$ cat config.mk
export PLATFORM = sky130hd
export DESIGN_NAME = firebird7_in_gate1_tessent_tdr_red_cfg
export DESIGN_NICKNAME = d
export VERILOG_FILES = /design/src/rtl/firebird7_in_gate1_tessent_tdr_red_cfg.sv
export SDC_FILE = /design/constraint.sdc
export NUM_CORES = 1
export LEC_CHECK = 0
export ABC_AREA = 0
export CORE_MARGIN = 5
export CORE_UTILIZATION = 28
export DETAILED_ROUTE_END_ITERATION = 12
export PLACE_DENSITY_LB_ADDON = 0.25
export SYNTH_ARGS = -nofsm -noshare
export SYNTH_HDL_FRONTEND = slang
export SYNTH_SLANG_ARGS = --single-unit
$ cat constraint.sdc
create_clock -name ijtag_tck -period 1.4 [get_ports ijtag_tck]
set_input_delay 0.14 -clock ijtag_tck [delete_from_list [all_inputs] [get_ports ijtag_tck]]
set_output_delay 0.14 -clock ijtag_tck [all_outputs]
set_load 0.05 [all_outputs]
$ cat src/rtl/firebird7_in_gate1_tessent_tdr_red_cfg.sv
// IJTAG test data register with a shift stage, an update stage, a registered update strobe,
// an optional sticky update lock and a retimed scan-out taken from a transparent-low latch.
module firebird7_in_gate1_tessent_tdr_red_cfg #(
    parameter int               WIDTH       = 8,
    parameter logic [WIDTH-1:0] RESET_VALUE = {WIDTH{1'b0}},
    parameter int               CAPTURE_SRC = 1,
    parameter int               LOCK_EN     = 0
) (
    input  logic             ijtag_tck,
    input  logic             ijtag_reset,
    input  logic             ijtag_sel,
    input  logic             ijtag_si,
    input  logic             ijtag_ce,
    input  logic             ijtag_se,
    input  logic             ijtag_ue,
    output logic             ijtag_so,
    input  logic [WIDTH-1:0] data_in,
    output logic [WIDTH-1:0] data_out,
    output logic             update_pulse,
    output logic             locked
);

    logic [WIDTH-1:0] sr;
    logic [WIDTH-1:0] upd;
    logic [WIDTH-1:0] cap_val;
    logic             pulse_q;
    logic             lock_q;
    logic             so_lat;
    logic             accept;
    logic             lock_set;

    // Readback configuration captures the update stage instead of the external bus.
    assign cap_val  = (CAPTURE_SRC != 0) ? data_in : upd;

    // Update is only honoured when no capture or shift competes for the same edge.
    assign accept   = ijtag_sel & ijtag_ue & ~ijtag_ce & ~ijtag_se & ~lock_q;
    assign lock_set = (LOCK_EN != 0) & accept & sr[WIDTH-1];

    always_ff @(posedge ijtag_tck or negedge ijtag_reset) begin
        if (!ijtag_reset) begin
            sr <= RESET_VALUE;
        end else if (ijtag_sel) begin
            if (ijtag_ce) begin
                sr <= cap_val;
            end else if (ijtag_se) begin
                sr <= {ijtag_si, sr[WIDTH-1:1]};
            end
        end
    end

    always_ff @(posedge ijtag_tck or negedge ijtag_reset) begin
        if (!ijtag_reset) begin
            upd     <= RESET_VALUE;
            pulse_q <= 1'b0;
        end else begin
            pulse_q <= accept;
            if (accept) begin
                upd <= sr;
            end
        end
    end

    // The lock is sticky: only reset can release it.
    always_ff @(posedge ijtag_tck or negedge ijtag_reset) begin
        if (!ijtag_reset) begin
            lock_q <= 1'b0;
        end else if (lock_set) begin
            lock_q <= 1'b1;
        end
    end

    // Scan-out retiming: opens while tck is low so the next stage sees data on the falling edge.
    always_latch begin
        if (!ijtag_reset) begin
            so_lat <= RESET_VALUE[0];
        end else if (!ijtag_tck) begin
            so_lat <= sr[0];
        end
    end

    assign ijtag_so     = so_lat;
    assign data_out     = upd;
    assign update_pulse = pulse_q;
    assign locked       = lock_q;

endmodule

==> Implementation_results.wiki <==
{| class="wikitable"
! Metric !! Value
|-
| Detailed-route via count || approximately 660
|-
| Layout cells sized above 1 || 0.3301
|-
| Routed WL || 1.983 mm
|-
| Clock Latency Late Sink || between 0.3 and 0.4 ns
|-
| DRC violation count after routing || 0
|-
| Wire length of the first global-routing pass || roughly 3.4 mm
|-
| Element type at the critical path end || primary output
|-
| Yosys reg bits || 18
|-
| Largest net degree at the start of global routing || 19
|-
| Post-DR wirelength/cell || roughly 15 um
|-
| Setup repair after global routing missed its margin || yes
|-
| Initial DRC count || 15
|-
| Weighted congestion at the end of routability-driven global placement || roughly 0.8
|-
| CTS tree || yes
|-
| Core Area || 2686 um^2
|-
| Endpoints failing hold || 0
|-
| Growth of design area from synthesis to finish || 58.96%
|-
| Antenna cells || 0
|-
| Number of standard cells after synthesis || 67
|-
| Failing checks || negative setup slack
|-
| CP max-delay cell || sky130_fd_sc_hd__dlxtp_1
|-
| Outcome || complete, but fails checks
|-
| Pre-Repair DR Iteration Count || 4
|-
| Commonest non-fill, non-tap cell in the layout || sky130_fd_sc_hd__dfrtp_1
|-
| Starting density of the core || 0.2860
|-
| Total of warnings raised by yosys || 0
|-
| Floorplan die height || 62.38 um
|-
| Clk slew on worst S/H paths || about 0.1 ns
|-
| Highest ir drop seen on vdd || between 1000 and 1500 uV
|-
| Port Buffer Count || 24
|-
| Number of max-slew violations in the final report || 0
|-
| Average cell area after synthesis || roughly 11 um^2
|-
| Critical Path AT || between 1.5 and 2 ns
|-
| Number of placement rows || 19
|-
| Commonest register cell after synthesis || sky130_fd_sc_hd__dfrtp_1
|-
| Filler cell count || between 200 and 300
|-
| Critical path data required time || ~1.3 ns
|-
| HPWL Detailed || between 1 and 1.5 mm
|-
| Number of I/O pins || 26
|-
| Overall Power || a little under 2 mW
|-
| Post-detailed-route count of antenna-violating nets || 0
|-
| Floorplan die width || between 60 and 70 um
|-
| Worst min-delay path class || in2reg
|-
| Number of antenna violations at the first check in global routing || 0
|-
| Global-route total usage across every layer || 0.1112
|-
| Final setup violation count || 1
|-
| Number of global-route vias before repair || 710
|-
| Floorplan die area || 3891 um^2
|-
| Residual overflow from global routing || 0
|-
| Total standard cell area after synthesis || 768.2 um^2
|-
| Buf+Inv Stages, Crit Path || 1
|-
| Family with the most delay on the worst path || latches
|-
| Most frequent cells in the layout || 17 x sky130_fd_sc_hd__dfrtp_1, 14 x sky130_fd_sc_hd__clkdlybuf4s50_1, 13 x sky130_fd_sc_hd__nor3_1
|-
| Post-synthesis async set-or-reset flop share || 0.9444
|-
| Number of library cell types mapped by synthesis || 17
|-
| Final worst-path setup slack || -0.3565 ns
|-
| CP cell instances || buf_12
|-
| Crit path max fanout || 1
|-
| Total leakage power || 0.5191 nW
|-
| Category of the worst setup path launch point || latch
|-
| Hold WS || 0.3191 ns
|-
| Max-cap check violation count || 0
|-
| Net Count, Synth || about 80
|-
| Largest stage delay on the critical path || 0.36 ns
|-
| Post-CTS Setup Bufs || 0
|-
| Via density || a little under 5
|-
| Post-route clock skew || 0.01582 ns
|-
| Number of synthesized flops with an enable pin || 0
|-
| Power Density || 1629 nW/um^2
|-
| Number of nets in the final layout || about 120
|-
| Critical path class || latch2out
|}
[state kept, by name (all words and copies together) (netlist names)]
name,cells
data_out,8
sr,8
ijtag_so,1
update_pulse,1
[through the flow]
step,cell area (um^2),TNS [ns],cells,setup WS [ns],util
2_1_floorplan,768.2,-0.03415,67,-0.03415,-
3_3_place_gp,1154,-1.439,125,-0.1831,0.4294
3_5_place_dp,1154,-1.756,125,-0.1993,0.4294
4_1_cts,1221,-0.3778,134,-0.3778,0.4546
5_1_grt,1221,-0.4009,134,-0.4009,0.4546
6_report,1221,-0.3565,134,-0.3565,0.4546
[layout make-up]
class | instances | area [um^2] | share of cell area
clock inverters | 1 | 5.005 | 0.004098
flip-flops and latches | 18 | 440.4 | 0.3607
clock buffers | 7 | 52.55 | 0.04303
well taps | 31 | 38.79 | 0.03176
multi-input cells | 45 | 306.5 | 0.2510
repair buffers | 32 | 377.9 | 0.3094
[cell families (layout without fill, tap and decap cells)]
kind of cell	after synthesis	in the layout	share of synthesized area
buf+inv	4	40	0.02769
mux	8	8	0.1173
simple gates	25	25	0.1792
latches	1	1	0.01954
compound gates	11	11	0.09772
other cells	1	1	0.004881
flops	17	17	0.5537
[path summary, 6_finish.rpt]
check	to	startpoint	cells after the start	slack (ns)
setup / recovery	ijtag_so	ijtag_so$_DLATCH_P_	1	-0.36
min in group gated	clock gate	ijtag_reset	3	0.34
hold / removal	sr[5]$_DFFE_PN0P_	data_in[5]	3	0.32
min in group asynchronous	data_out[4]$_DFFE_PN0P_	ijtag_reset	3	0.69
max in group asynchronous	update_pulse$_DFF_PN0_	ijtag_reset	3	0.52
hold reg to reg	data_out[1]$_DFFE_PN0P_	data_out[1]$_DFFE_PN0P_	1	0.52
max in group gated	clock gate	ijtag_reset	3	0.26
setup reg to reg	ijtag_so$_DLATCH_P_	sr[0]$_DFFE_PN0P_	1	0.16
[per-layer routing]
layer	share of wire	vias up	wire, um	global-route usage
met5	0	-	0	0
met4	0.017	0	33	0.05305
met3	0.072	2	143	0.06115
met2	0.49	27	962	0.1684
met1	0.43	313	844	0.1264
li1	-	317	-	-
[cell usage after synthesis, types with 2 or more instances]
library cell / number / area (um^2)
sky130_fd_sc_hd__buf_2: 2 / 10.01
sky130_fd_sc_hd__dfrtp_1: 17 / 425.4
sky130_fd_sc_hd__mux2_2: 8 / 90.09
sky130_fd_sc_hd__nand2_1: 4 / 15.01
sky130_fd_sc_hd__nor2_1: 4 / 15.01
sky130_fd_sc_hd__nor3_1: 13 / 65.06
sky130_fd_sc_hd__o22ai_1: 7 / 43.79
sky130_fd_sc_hd__o32ai_1: 3 / 26.28
[power by group]
| part | switching (mW) | internal [mW] | total, mW |
|---|---|---|---|
| clock network | 0.203 | 0.236 | 0.439 |
| logic | 0.408 | 0.407 | 0.816 |
| registers | 0.118 | 0.617 | 0.735 |
[what timing repair did]
| item | CTS | global route |
|---|---|---|
| endpoints found under the hold margin | 1 | 0 |
| endpoints found under the setup margin | 1 | 1 |
| resized for setup | 0 | 0 |
| hold buffers | 1 | 0 |
Power figures use the tool's default switching activity.
